`config.mk`:
```
export PLATFORM = sky130hd
export DESIGN_NAME = imem_boot_loader
export DESIGN_NICKNAME = d
export VERILOG_FILES = /design/src/rtl/imem_boot_loader_pkg.sv /design/src/rtl/imem_word_packer.sv /design/src/rtl/imem_boot_loader.sv
export SDC_FILE = /design/constraint.sdc
export NUM_CORES = 1
export LEC_CHECK = 0
export ABC_AREA = 1
export CAP_MARGIN = 20
export CORE_UTILIZATION = 60
export DETAILED_ROUTE_END_ITERATION = 10
export DONT_BUFFER_PORTS = 1
export HOLD_SLACK_MARGIN = 0.12
export PLACE_DENSITY_LB_ADDON = 0.1
export REMOVE_ABC_BUFFERS = 1
export SYNTH_ARGS = -nofsm -noshare
export SYNTH_HDL_FRONTEND = slang
export SYNTH_SLANG_ARGS = --single-unit
export TNS_END_PERCENT = 30
```
`constraint.sdc`:
```
create_clock -name clk -period 5.46 [get_ports clk]
set_input_delay 0 -clock clk [delete_from_list [all_inputs] [get_ports clk]]
set_output_delay 0 -clock clk [all_outputs]
set_load 0.01 [all_outputs]
```
`src/rtl/imem_boot_loader_pkg.sv`:
```
// imem_boot_loader_pkg: shared sizes and FSM encoding for the instruction-memory boot loader
package imem_boot_loader_pkg;
    localparam int DEPTH = 64;
    localparam int AW = $clog2(DEPTH);
    localparam int CW = AW + 1;
    localparam int BYTES_PER_WORD = 4;
    typedef enum logic [2:0] {IDLE, RECV, WRITE, DONE, ABORT} state_t;
endpackage

```
`src/rtl/imem_word_packer.sv`:
```
// imem_word_packer: assembles a little-endian byte stream into 32-bit words
module imem_word_packer
    import imem_boot_loader_pkg::*;
(
    input  logic        clk,
    input  logic        rst,
    input  logic        clear,
    input  logic        byte_en,
    input  logic [7:0]  byte_data,
    output logic [31:0] word,
    output logic        word_valid
);
    localparam logic [1:0] LAST = 2'(BYTES_PER_WORD - 1);
    logic [1:0]  cnt;
    logic [23:0] acc;
    // word is the complete word only while the final byte is on byte_data
    assign word = {byte_data, acc};
    assign word_valid = byte_en && cnt == LAST;
    always_ff @(posedge clk or posedge rst)
        if (rst) begin
            cnt <= '0;
            acc <= '0;
        end else if (clear) begin
            cnt <= '0;
            acc <= '0;
        end else if (byte_en) begin
            cnt <= cnt + 2'd1;
            acc <= {byte_data, acc[23:8]};
        end
endmodule

```
`src/rtl/imem_boot_loader.sv`:
```
// imem_boot_loader: streams bytes into consecutive imem words while stalling the CPU
module imem_boot_loader
    import imem_boot_loader_pkg::*;
(
    input  logic          clk,
    input  logic          rst,
    input  logic          load_start,
    input  logic [AW-1:0] load_base,
    input  logic [CW-1:0] load_len,
    input  logic          load_abort,
    input  logic          byte_valid,
    input  logic [7:0]    byte_data,
    output logic          byte_ready,
    output logic          mem_we,
    output logic [AW-1:0] mem_waddr,
    output logic [31:0]   mem_wdata,
    output logic          cpu_stall,
    output logic          load_busy,
    output logic          load_done,
    output logic          load_err
);
    state_t        state;
    logic [AW-1:0] base;
    logic [CW-1:0] len, word_cnt;
    logic          we_q, word_valid;
    logic [31:0]   word;
    imem_word_packer u_packer (
        .clk(clk), .rst(rst), .clear(state != RECV || load_abort),
        .byte_en(byte_valid && byte_ready), .byte_data(byte_data),
        .word(word), .word_valid(word_valid)
    );
    // an abort during the WRITE cycle must still cancel that write
    assign mem_we = we_q && !load_abort;
    always_ff @(posedge clk or posedge rst)
        if (rst) begin
            state <= IDLE;
            base <= '0;
            len <= '0;
            word_cnt <= '0;
            we_q <= 1'b0;
            byte_ready <= 1'b0;
            mem_waddr <= '0;
            mem_wdata <= '0;
            cpu_stall <= 1'b0;
            load_busy <= 1'b0;
            load_done <= 1'b0;
            load_err <= 1'b0;
        end else begin
            we_q <= 1'b0;
            load_done <= 1'b0;
            load_err <= 1'b0;
            case (state)
                IDLE: if (load_start) begin
                    base <= load_base;
                    len <= load_len;
                    word_cnt <= '0;
                    cpu_stall <= 1'b1;
                    load_busy <= 1'b1;
                    state <= load_len == '0 ? DONE : RECV;
                    load_done <= load_len == '0;
                    byte_ready <= load_len != '0;
                end
                RECV, WRITE: if (load_abort) begin
                    state <= ABORT;
                    load_err <= 1'b1;
                    byte_ready <= 1'b0;
                end else if (state == RECV) begin
                    if (word_valid) begin
                        state <= WRITE;
                        byte_ready <= 1'b0;
                        we_q <= 1'b1;
                        mem_waddr <= base + word_cnt[AW-1:0];
                        mem_wdata <= word;
                    end
                end else if (word_cnt == len - CW'(1)) begin
                    state <= DONE;
                    load_done <= 1'b1;
                end else begin
                    state <= RECV;
                    byte_ready <= 1'b1;
                    word_cnt <= word_cnt + CW'(1);
                end
                default: begin
                    state <= IDLE;
                    cpu_stall <= 1'b0;
                    load_busy <= 1'b0;
                end
            endcase
        end
endmodule

```
Word-level counts from Yosys, hierarchy flattened
Cells that the tools add are included.

Flip-flop bits (word level): 92. Output and inout port bits: 44.

Reductions and logical operators: 17. Bitwise operators: 2. Add/sub/neg operators: 4. Mux-type cells: 35. Equality and inequality tests: 11.

Operators by type and width (count): $mux 24 (2); $mux 7 (4); $mux 1 (16); $pmux 7 s2 (1); $mux 3 (4); $mux 2 (4); $ne 2x2->1 const B (4); $reduce_and 4->1 (2); $add 7x1->7 const B (1); $eq 7x7->1 (1); $logic_not 7->1 (1); $reduce_bool 7->1 (1); $sub 7x1->7 const B (1); $add 6x6->6 (1); $pmux 1 s2 (3); $pmux 3 s2 (1); $reduce_and 2->1 (3); $reduce_and 5->1 (1); $ne 4x3->1 const B (1); $ne 4x4->1 const B (1); $reduce_bool 2->1 (2); $eq 3x1->1 const B (1); $eq 3x2->1 const B (1); $logic_and 1x1->1 (3); 8 further kinds (9).

Depth between registers and ports, before layout
Word-level depth: 6. Mapped depth: 13. Depth with buffers taken out: 13.

Cells and area by module
A second synthesis with hierarchy kept.

Cell total of the unflattened synthesis: 494. Area, all modules: 4264.1 µm².

Modules (own cells, without submodules): imem_boot_loader (cells an instance 368, area an instance 3131.8 µm², seq. area each 1651.6 µm², instances 1); imem_word_packer (cells an instance 126, area an instance 1132.3 µm², seq. area each 650.6 µm², instances 1).

Worst setup path after synthesis
OpenSTA, ideal clock, no wires.

Path kind: reg2reg. Start: reg len[0]. End: reg byte_ready. Data arrival time: 1.454 ns. Slack: 3.890 ns. Clock period less this slack: 1.570 ns. Buffers on the path: 0. Cell stages (with the launch flop): 12. Path through: dfrtp_1 -> inv_1 -> ha_1 -> nand2_1 -> nand3_1 -> nand2_1 -> inv_1 -> nand3_1 -> nor2_4 -> nand3_1 -> nand3_1 -> nand2_1.

Cells in the longest elaborated chain, start to end: 4.

RTL lines: start, declared (RTL line imem_boot_loader.sv:24) `logic [CW-1:0] len, word_cnt;`; start signal, assigned (RTL line imem_boot_loader.sv:55) `len <= load_len;`; $sub 7x1->7 (RTL line imem_boot_loader.sv:75) `end else if (word_cnt == len - CW'(1)) begin`; $eq 7x7->1 (RTL line imem_boot_loader.sv:75); $ne 4x4->1 (no line); $reduce_and 4->1 (no line); end signal, assigned (RTL line imem_boot_loader.sv:66) `byte_ready <= 1'b0;`; end signal, assigned (RTL line imem_boot_loader.sv:70) `byte_ready <= 1'b0;`; end signal, assigned (RTL line imem_boot_loader.sv:80) `byte_ready <= 1'b1;`; end, declared (RTL line imem_boot_loader.sv:13) `output logic byte_ready,`.

No other way between the ends. A chain may end at the register's enable or synchronous reset.

Final worst setup path
Start: reg state[0]. End: reg len[4].

Cells in the longest elaborated chain, start to end: 2.

RTL lines: start, declared (RTL line imem_boot_loader.sv:22) `state_t state;`; start signal, assigned (RTL line imem_boot_loader.sv:59) `state <= load_len == '0 ? DONE : RECV;`; $logic_not 3->1 (RTL line imem_boot_loader.sv:52) `case (state)`; $reduce_and 2->1 (no line).

No other way between the ends.

==> flow_metrics.tcl <==
set metrics [dict create \
    outcome "completed" \
    pins_over_their_slew_limit 0 \
    vdd_drop_max_mv 0.272 \
    cts_max_level 3 \
    setup-violations-final 0 \
    finalWeightedCongestion 0.855 \
    path_clk_slew_ps 110 \
    yosys_warnings 0 \
    netlist_top_cells_area "sky130_fd_sc_hd__dfrtp_1, sky130_fd_sc_hd__nand2_1, sky130_fd_sc_hd__nand3_1" \
    worst_r2r_path_depth 8 \
    ff_latch_count_synth 92 \
    vias_per_cell 5.27 \
    synth_edf_count 0 \
    grt_antenna_before_repair 0 \
    routed-via-count 3204 \
    global_route_wire_length_before_repair_um 13800 \
    post_drt_wl_per_cell_um 13.8 \
    min-delay-path-class "in2async" \
    detail-route-antenna-nets 0 \
    detailed_place.area_mm2 0.00425 \
    cp-start-kind "flip-flop" \
    critical_path_at_ps 2800 \
    power.density_mw_per_mm2 395 \
    maxClockFrequency_ghz 0.392 \
    seq_area_frac_synth_pct 54.6 \
    die-width_um 85.8 \
    worst_skew_pair.late_latency_ps 360 \
    clk_root_buffer_cell "sky130_fd_sc_hd__clkbuf_8" \
    synthDominantCellAreaShare_pct 54.6 \
    clock_skew_ps 10.8 \
    layout-drive-gt1-share_pct 9.18 \
    routed_wirelength_um 8410 \
    worst-slew-pin-transition_ps 943 \
    cts_tree "yes" \
    syn_area_mm2 0.00421 \
    clk_sinks 92 \
    post_synth_num_cell_types 30 \
    start_util_pct 62.0 \
    power_frac_clock_pct 23.5 \
    slew_headroom_pct 37.1 \
    p_leak_uw 0.00227 \
    drc 0 \
    fp.dieArea_mm2 0.00736 \
    detailedPlacementHpwl_um 5310 \
    cts_buffer_depth 2 \
    worst-path-max-fanout 23 \
    synth.avg_cell_area_um2 8.87 \
    setup_total_negative_slack_ps 0 \
    timing.max_cap.violations 0 \
    portBuffers 0 \
    antennaDiodeCount 0 \
    grt_remaining_overflow 0 \
    timing_worst_setup_path_type "reg2reg" \
    post-route-period-util_pct 46.8 \
    drt_iter0_drcs 168 \
    timing_hold_violations_final 0 \
    power_report.internal_total_uw 1180 \
    layout.core_utilization_pct 70.9 \
    core_region_area_mm2 0.00679 \
    drt-pass1-iter-count 4 \
    pwr-share-seq_pct 44.5 \
    worst_setup_path_end_kind "flip-flop" \
    ys_dominant_reg_cell "sky130_fd_sc_hd__dfrtp_1" \
    async_flop_share_pct 100 \
    placement_rows 30 \
    yosysMostFrequentCell "sky130_fd_sc_hd__nand2_1" \
    grt_pass1_vias 3019 \
    post-synth-top-area-cell "sky130_fd_sc_hd__dfrtp_1" \
    share_comb_of_total_power_pct 32.0 \
    post-route-min-period_ps 2550 \
    grt_start_max_net_pins 63 \
    netSwitchingFraction_pct 38.0 \
    critPathRequiredTime_ps 5710 \
    finalNetCount 542 \
    cts-buffers-inserted 9 \
    cts_setup_buffers 0 \
    post_synth_inst_count 475 \
    final_cell_area_mm2 0.00481 \
    rsz0062_at_grt "false" \
    die_height_um 85.8 \
    top_level_ports 70 \
    synth_top_cells_by_count "sky130_fd_sc_hd__nand2_1, sky130_fd_sc_hd__dfrtp_1, sky130_fd_sc_hd__inv_1" \
    p_sw_uw 722 \
    groute.usage.overall_pct 24.3 \
    area.growth.synth_to_final_pct 14.3 \
]
layout make-up:
class,count,area (µm²)
flip-flops and latches,92,2300
fillers,520,1980
multi-input cells,310,1610
repair buffers,38,378
inverters,56,211
clock buffers,9,124
well taps,96,120
clock inverters,7,68.8
path summary, 6_finish.rpt:
path	from	to	slack, ps
setup / recovery	state[0]$_DFFE_PP0P_	len[4]$_DFFE_PP0P_	2910
hold / removal	rst	mem_wdata[30]$_DFFE_PP0P_	110
setup reg to reg	state[0]$_DFFE_PP0P_	len[4]$_DFFE_PP0P_	2910
hold reg to reg	u_packer.acc[4]$_DFFE_PP0P_	mem_wdata[4]$_DFFE_PP0P_	510
max in group asynchronous	rst	len[6]$_DFFE_PP0P_	4190
min in group clk	byte_data[2]	mem_wdata[26]$_DFFE_PP0P_	330
power groups by stage:
stage / Clock [µW] / Sequential, µW / Combinational (µW)
floorplan: 0 / 837 / 440
global placement: 0 / 855 / 524
global route: 485 / 855 / 687
detailed placement: 0 / 860 / 536
CTS: 454 / 846 / 605
finish: 446 / 846 / 609
cell families after synthesis:
family          Yosys count  synth area share [%]
compound gates           72                  8.58
xor+xnor                 13                  2.70
fa+ha+maj                 9                  2.85
buf+inv                  73                  7.13
flops                    92                  54.6
mux                       5                  1.34
simple gates            211                  22.8
layout by cell type (no fill, tap or decap), drive strengths merged:
cell type / instances
nand2: 120
dfrtp: 92
inv: 58
o21ai: 58
nand3: 45
dlygate4sd3: 37
nor2: 37
a21oi: 13
xor2: 10
clkbuf: 9
ha: 8
mux2: 5
clkinv: 5
xnor2: 3
nand4: 3
nor3: 3
nor3b: 2
o22ai: 1
nand3b: 1
fa: 1
buf: 1
state kept, by name (all words and copies together) (netlist names), 2 cells and up:
name / flops
mem_wdata: 32
mem_waddr: 6
u_packer.acc: 24
len: 7
state: 3
word_cnt: 7
base: 6
u_packer.cnt: 2
routing by layer:
layer  GRT usage [%]  up-vias  wire [µm]
met3            4.91       15        353
met5               0        -          0
met1            30.9     1535       3720
met2            40.9       80       4150
li1                -     1574          -
met4            10.2        0        187
per-stage QoR:
stage          cells  setup slack [ps]  hold WS (ps)  power, µW
2_1_floorplan    458              3070          47.5       1280
3_3_place_gp     555              3160         -57.3       1380
3_5_place_dp     555              3070         -55.4       1400
4_1_cts          608              2980           123       1910
5_1_grt          608              2710           150       2030
6_report         608              2910           111       1900
what timing repair did:
action	in CTS	in global routing
hold buffers	37	0
gates resized for setup	0	0
hold endpoints to repair	76	0
critical path, stage by stage, from the launching register on:
cell and delay (ps):
sky130_fd_sc_hd__dfrtp_1 400, sky130_fd_sc_hd__nor2_1 180, sky130_fd_sc_hd__nand2_1 130, sky130_fd_sc_hd__inv_1 100, sky130_fd_sc_hd__nand2_2 250, sky130_fd_sc_hd__nor2_1 190
sky130_fd_sc_hd__dlygate4sd3_1 580, sky130_fd_sc_hd__a21oi_1 40, sky130_fd_sc_hd__dlygate4sd3_1 560
No activity file was read; power rests on OpenSTA's default activity.
